<file path="config.mk">
export PLATFORM = sky130hd
export DESIGN_NAME = mips_multicycle_ctrl
export DESIGN_NICKNAME = d
export VERILOG_FILES = /design/src/rtl/mips_multicycle_ctrl.sv
export SDC_FILE = /design/constraint.sdc
export NUM_CORES = 1
export LEC_CHECK = 0
export BUFFER_PORTS_ARGS = -buffer_cell sky130_fd_sc_hd__buf_4
export CORE_UTILIZATION = 54
export CTS_CLUSTER_SIZE = 30
export DETAILED_ROUTE_END_ITERATION = 8
export PLACE_DENSITY_LB_ADDON = 0.05
export SYNTH_ARGS = -nofsm -noshare
export SYNTH_HDL_FRONTEND = slang
export SYNTH_SLANG_ARGS = --single-unit
</file>
<file path="constraint.sdc">
create_clock -name clk -period 2.7 [get_ports clk]
set_clock_uncertainty 0.2 [all_clocks]
set_input_delay 0 -clock clk [delete_from_list [all_inputs] [get_ports clk]]
set_output_delay 0 -clock clk [all_outputs]
set_load 0.02 [all_outputs]
</file>
<file path="src/rtl/mips_multicycle_ctrl.sv">
// mips_multicycle_ctrl
// Multicycle sequencer for a 32-bit MIPS datapath. Each instruction is
// stepped through FETCH / DECODE / EXEC / MEM / WB. The block drives the
// datapath control levels, the IR/PC write strobes and the data-memory
// enables. It also keeps a retired-instruction counter, gates the start of
// each instruction with run, and halts on an illegal opcode or a
// data-memory timeout.
//
// Ports:
//   clk, reset            clock (rising edge), async active-low reset
//   run                   start permission, looked at only in FETCH
//   opcode, funct         instruction fields from the latched IR
//   mem_ready             data-memory completion, looked at only in MEM
//   ir_write, pc_write    IR latch strobe (FETCH) / PC update strobe (last cycle)
//   reg_dst .. jump       datapath control levels and ALU_Control
//   state                 current FSM state (FETCH=0 .. WB=4, HALT=7)
//   instr_count           retired instructions, wraps modulo 2^CNT_W
//   halted, illegal_op,   halt status and sticky cause flags
//   mem_timeout
//
// Handshake: run and mem_ready are level qualifiers with no handshake
// back. run=1 in FETCH starts one instruction. While in MEM, mem_read or
// mem_write stays high until the first cycle that sees mem_ready=1. The
// enable drops on the cycle after mem_ready=1. If mem_ready does not arrive
// within MEM_TIMEOUT cycles, the FSM halts.
module mips_multicycle_ctrl #(
    parameter int CNT_W       = 16,
    parameter int MEM_TIMEOUT = 15
) (
    input  logic             clk,
    input  logic             reset,
    input  logic             run,
    input  logic [5:0]       opcode,
    input  logic [5:0]       funct,
    input  logic             mem_ready,
    output logic             ir_write,
    output logic             pc_write,
    output logic             reg_dst,
    output logic             reg_write,
    output logic             alu_src,
    output logic             mem_read,
    output logic             mem_write,
    output logic             mem_to_reg,
    output logic [3:0]       ALU_Control,
    output logic             branch,
    output logic             jump,
    output logic [2:0]       state,
    output logic [CNT_W-1:0] instr_count,
    output logic             halted,
    output logic             illegal_op,
    output logic             mem_timeout
);

    typedef enum logic [2:0] {
        S_FETCH  = 3'd0,
        S_DECODE = 3'd1,
        S_EXEC   = 3'd2,
        S_MEM    = 3'd3,
        S_WB     = 3'd4,
        S_HALT   = 3'd7
    } state_t;

    typedef enum logic [2:0] {C_R, C_ADDI, C_LW, C_SW, C_BEQ, C_J, C_ILL} cls_t;

    localparam logic [7:0] WAIT_LAST = 8'(MEM_TIMEOUT - 1);

    state_t           state_q, state_d;
    cls_t             cls_q, cls_d, dec_cls, cur_cls;
    logic [3:0]       alu_q, alu_d, dec_alu, cur_alu;
    logic [7:0]       wait_q, wait_d;
    logic [CNT_W-1:0] instr_count_q, instr_count_d;
    logic             illegal_q, illegal_d, timeout_q, timeout_d;

    // Instruction decode from the live IR fields.
    always_comb begin
        dec_cls = C_ILL;
        dec_alu = 4'b0000;
        case (opcode)
            6'b000000: begin
                dec_cls = C_R;
                case (funct)
                    6'b100000: dec_alu = 4'b0010;
                    6'b100010: dec_alu = 4'b0110;
                    6'b100100: dec_alu = 4'b0000;
                    6'b100101: dec_alu = 4'b0001;
                    6'b101010: dec_alu = 4'b0111;
                    6'b100111: dec_alu = 4'b1100;
                    default:   dec_cls = C_ILL;
                endcase
            end
            6'b100011: begin dec_cls = C_LW;   dec_alu = 4'b0010; end
            6'b101011: begin dec_cls = C_SW;   dec_alu = 4'b0010; end
            6'b001000: begin dec_cls = C_ADDI; dec_alu = 4'b0010; end
            6'b000100: begin dec_cls = C_BEQ;  dec_alu = 4'b0110; end
            6'b000010: begin dec_cls = C_J;    dec_alu = 4'b0000; end
            default:   ;
        endcase
    end

    // In DECODE the class is not registered yet, so the live decode drives
    // the levels. From EXEC onward the registered copy drives them. This
    // keeps the levels stable even if the IR fields move.
    assign cur_cls = (state_q == S_DECODE) ? dec_cls : cls_q;
    assign cur_alu = (state_q == S_DECODE) ? dec_alu : alu_q;

    // Next state and strobes.
    always_comb begin
        state_d   = state_q;
        cls_d     = cls_q;
        alu_d     = alu_q;
        wait_d    = wait_q;
        illegal_d = illegal_q;
        timeout_d = timeout_q;
        ir_write  = 1'b0;
        pc_write  = 1'b0;
        reg_write = 1'b0;
        mem_read  = 1'b0;
        mem_write = 1'b0;
        case (state_q)
            S_FETCH: begin
                // Gate with reset so that no IR strobe leaks out during reset.
                if (run && reset) begin
                    ir_write = 1'b1;
                    state_d  = S_DECODE;
                end
            end
            S_DECODE: begin
                cls_d = dec_cls;
                alu_d = dec_alu;
                if (dec_cls == C_ILL) begin
                    state_d   = S_HALT;
                    illegal_d = 1'b1;
                end else begin
                    state_d = S_EXEC;
                end
            end
            S_EXEC: begin
                wait_d = '0;
                case (cls_q)
                    C_LW, C_SW: state_d = S_MEM;
                    C_BEQ, C_J: begin
                        pc_write = 1'b1;
                        state_d  = S_FETCH;
                    end
                    default:    state_d = S_WB;
                endcase
            end
            S_MEM: begin
                mem_read  = (cls_q == C_LW);
                mem_write = (cls_q == C_SW);
                // mem_ready is checked first, so a completion on the last
                // allowed cycle still wins over the timeout.
                if (mem_ready) begin
                    if (cls_q == C_LW) begin
                        state_d = S_WB;
                    end else begin
                        pc_write = 1'b1;
                        state_d  = S_FETCH;
                    end
                end else if (wait_q == WAIT_LAST) begin
                    state_d   = S_HALT;
                    timeout_d = 1'b1;
                end else begin
                    wait_d = wait_q + 8'd1;
                end
            end
            S_WB: begin
                reg_write = 1'b1;
                pc_write  = 1'b1;
                state_d   = S_FETCH;
            end
            S_HALT:  ;
            default: state_d = S_FETCH;
        endcase
    end

    // Datapath control levels, held from DECODE to the end of the instruction.
    always_comb begin
        reg_dst     = 1'b0;
        alu_src     = 1'b0;
        mem_to_reg  = 1'b0;
        branch      = 1'b0;
        jump        = 1'b0;
        ALU_Control = 4'b0000;
        if (state_q inside {S_DECODE, S_EXEC, S_MEM, S_WB}) begin
            ALU_Control = cur_alu;
            case (cur_cls)
                C_R:     reg_dst = 1'b1;
                C_ADDI:  alu_src = 1'b1;
                C_LW:    begin alu_src = 1'b1; mem_to_reg = 1'b1; end
                C_SW:    alu_src = 1'b1;
                C_BEQ:   branch = 1'b1;
                C_J:     jump = 1'b1;
                default: ;
            endcase
        end
    end

    // Retire on every PC update. The counter wraps naturally.
    always_comb begin
        instr_count_d = instr_count_q;
        if (pc_write) begin
            instr_count_d = instr_count_q + CNT_W'(1);
        end
    end

    always_ff @(posedge clk or negedge reset) begin
        if (!reset) begin
            state_q       <= S_FETCH;
            cls_q         <= C_ILL;
            alu_q         <= 4'b0000;
            wait_q        <= '0;
            instr_count_q <= '0;
            illegal_q     <= 1'b0;
            timeout_q     <= 1'b0;
        end else begin
            state_q       <= state_d;
            cls_q         <= cls_d;
            alu_q         <= alu_d;
            wait_q        <= wait_d;
            instr_count_q <= instr_count_d;
            illegal_q     <= illegal_d;
            timeout_q     <= timeout_d;
        end
    end

    assign state       = state_q;
    assign instr_count = instr_count_q;
    assign halted      = (state_q == S_HALT);
    assign illegal_op  = illegal_q;
    assign mem_timeout = timeout_q;

endmodule

</file>
==> impl_metrics.csv <==
group,metric,value,unit
clock_network,insertion_delay,0.28,ns
worst_setup_path,crit_arrival,2.39,ns
worst_hold_path,min_from,"opcode[3]",
timing,hold_violations,0,
detailed_routing,routed-via-count,2040,
placed_design,pre_cts_ws,0.402,ns
final_layout,fin_nets,325,
clock_network,clkTransAtPathRegs,0.07,ns
placed_design,routabilityCongestion,0.849,
worst_setup_path,r2r-end,"instr_count[15]",
power,leakage,1.30,nW
detailed_routing,wire_per_inst,14.5,microns
timing,finalSetupViolCount,0,
global_routing,grt_pass1_wl,8.17,mm
timing,tightestPinTransition,0.509,ns
clock_network,cts_root_buf,"clkbuf_8",
worst_setup_path,reg2regPathDepth,6,
run_status,status,"finished clean",
worst_setup_path,crit_path_start_kind,"flop",
clock_network,clock_path_buffers,2,
clock_network,post-cts-setup-buffers,0,
synthesis,synth_seq_cells,36,
floorplan,die_area,4400,sq um
global_routing,grt_pass1_vias,1885,
worst_setup_path,endpoint_kind,"output port",
synthesis,yosysMostFrequentCell,"dfrtp_1",
synthesis,synth_edf_count,0,
clock_network,cts-htree-levels,2,
floorplan,die_h,66.4,microns
floorplan,die_w,66.4,microns
detailed_routing,drc_errors,0,
timing,relSlewSlack,66.0,%
worst_hold_path,hold_path_depth,4,
power,power,2.39,mW
placed_design,port_buffers,51,
synthesis,netlist_top_cells_area,"dfrtp_1, xnor2_1, nand2_1",
synthesis,synth.top_cells.by_count,"dfrtp_1, nand2_1, nor2_1",
synthesis,syn-num-nets,256,
floorplan,ios,52,
timing,layout_min_cycle_time,2.59,ns
floorplan,start_util,55.9,%
synthesis,yosys_warnings,0,
clock_network,cts_tree,"done",
timing,layout_setup_ws,0.110,ns
timing,hold_slack,0.0186,ns
detailed_routing,ant_nets,0,
clock_network,cts_buffers,5,
timing,fin_crit_sh,95.9,%
final_layout,fillCellCount,329,
global_routing,overflow,0,
synthesis,ys_types,58,
worst_setup_path,r2r-start,"state[0]",
timing,rsz0062_at_grt,"false",
synthesis,netlist.top_cell.by_area,"dfrtp_1",
placed_design,hpwlAfterDp,3.72,mm
timing,fmaxAchievable,386,MHz
final_layout,fin_util,72.4,%
final_layout,fin_cells,357,
synthesis,synth.cell_area,2240,sq um
detailed_routing,dr.pass1.iters,5,
worst_setup_path,cp_max_fo,11,
detailed_routing,drt_iter0_drc,112,
flow_run,cap_violations,0,
worst_hold_path,hp-class,"input port to flop",
clock_network,cts_sinks,36,
synthesis,seq_area_frac_synth,40.4,%
floorplan,core_area,4000,sq um
placed_design,dpl.cell_count,337,
worst_setup_path,reg2reg_slack,0.42,ns
synthesis,ys_async_sr_fraction,100,%
synthesis,synth_cells,237,
final_layout,design_area,2900,sq um
placed_design,placed_cell_area,2690,sq um
floorplan,num_rows,23,
timing,finalSetupTns,0,ns
detailed_routing,vias_per_cell,5.71,
final_layout,antenna_cells,0,
global_routing,grt_util_all_layers,24.3,%
synthesis,synthFlopType,"dfrtp_1",
worst_hold_path,hold_end,"alu_q[1]",
final_layout,syn_to_final_growth,29.5,%
detailed_routing,finalWirelength,5.19,mm
worst_setup_path,worstPathRequired,2.50,ns
synthesis,avgSynthCellArea,9.44,sq um
global_routing,antenna_found_initial,0,
worst_setup_path,setup.worst_path.class,"flop to output port",
timing,slew_violations,0,
synthesis,synth_top_area_share,38.0,%
power,powerDensity,826,nW/um^2
final_layout,drive_gt1_share,24.8,%
global_routing,grt_max_degree,37,
power,peakVddDrop,0.495,mV
routing by layer:
| metal | part of all wire [%] | GRT usage (%) | wire [microns] |
|---|---|---|---|
| met1 | 45 | 30.7 | 2340 |
| met2 | 48 | 41.1 | 2520 |
| met3 | 4.3 | 4.31 | 221 |
| met4 | 2.3 | 9.04 | 117 |
| met5 | 0 | 0 | 0 |
state kept, by name (all words and copies together), names as in the netlist:
| signal | flops |
|---|---|
| instr_count | 16 |
| wait_q | 8 |
| alu_q | 4 |
| cls_q | 3 |
| state | 3 |
| illegal_op | 1 |
| mem_timeout | 1 |
area by class of cell:
| cell class | instances | area [sq um] | share of cell area (%) |
|---|---|---|---|
| clock inverter | 3 | 18.8 | 0.648 |
| sequential | 36 | 903 | 31.2 |
| timing repair buffer | 69 | 548 | 18.9 |
| clock buffer | 5 | 68.8 | 2.37 |
| inverter | 10 | 37.5 | 1.30 |
| multi-input combinational | 184 | 1260 | 43.4 |
| tap | 50 | 62.6 | 2.16 |
how the worst max path moves through the flow:
stage	from	end	slack, ns
6_report	state[2]	jump	0.11
5_1_grt	state[2]	jump	0.02
4_1_cts	state[2]	jump	0.09
3_5_place_dp	state[2]	jump	0.40
3_3_place_gp	state[0]	instr_count[15]	0.41
2_1_floorplan	state[2]	branch	0.30
worst max-delay path, cell delays in order, from the launching register on:
cell	delay, ns
dfrtp_1	0.50
or3b_1	0.55
or3_1	0.40
o22a_4	0.23
nor4_4	0.26
buf_4	0.17
cells by family (layout without fill, tap and decap cells):
logic type,Yosys count,count (layout),synth area share (%)
xor gates and xnor gates,19,19,7.44
muxes,3,3,1.45
buffers and inverters,17,87,3.47
AOI/OAI and AO/OA,52,52,18.5
adders and majority gates,3,3,1.68
and+or+nand+nor,107,107,27.1
DFF,36,36,40.4
cell usage in the layout (no fill, tap or decap), types with 3 or more instances in the layout:
cell / Yosys / routed
nand2_1: 21 / 21
nor2_1: 21 / 20
a22o_1: 5 / 5
nand2b_1: 5 / 5
nor4_1: 4 / 4
a21oi_1: 8 / 8
nor3_1: 5 / 5
inv_1: 10 / 10
dlygate4sd3_1: 0 / 12
a31oi_1: 3 / 3
buf_4: 1 / 57
nand3b_1: 5 / 5
nand3_1: 11 / 11
ha_1: 3 / 3
xor2_1: 3 / 3
and2_1: 5 / 5
and3_1: 7 / 7
dfrtp_1: 34 / 34
clkbuf_8: 0 / 5
o21ai_0: 10 / 10
nand4_1: 6 / 6
xnor2_1: 16 / 16
o31ai_1: 6 / 6
timing repair:
item                                    4_1_cts  5_1_grt
endpoints found under the setup margin        0        1
hold endpoints to repair                     45        0
resized for setup                             0        1
hold buffers                                 12        0
power breakdown:
group	switching, mW	internal [mW]	total (mW)
Clock	0.200	0.180	0.380
Sequential	0.175	0.671	0.846
Combinational	0.668	0.500	1.17
Note: power is estimated with default switching activity, not from simulation.
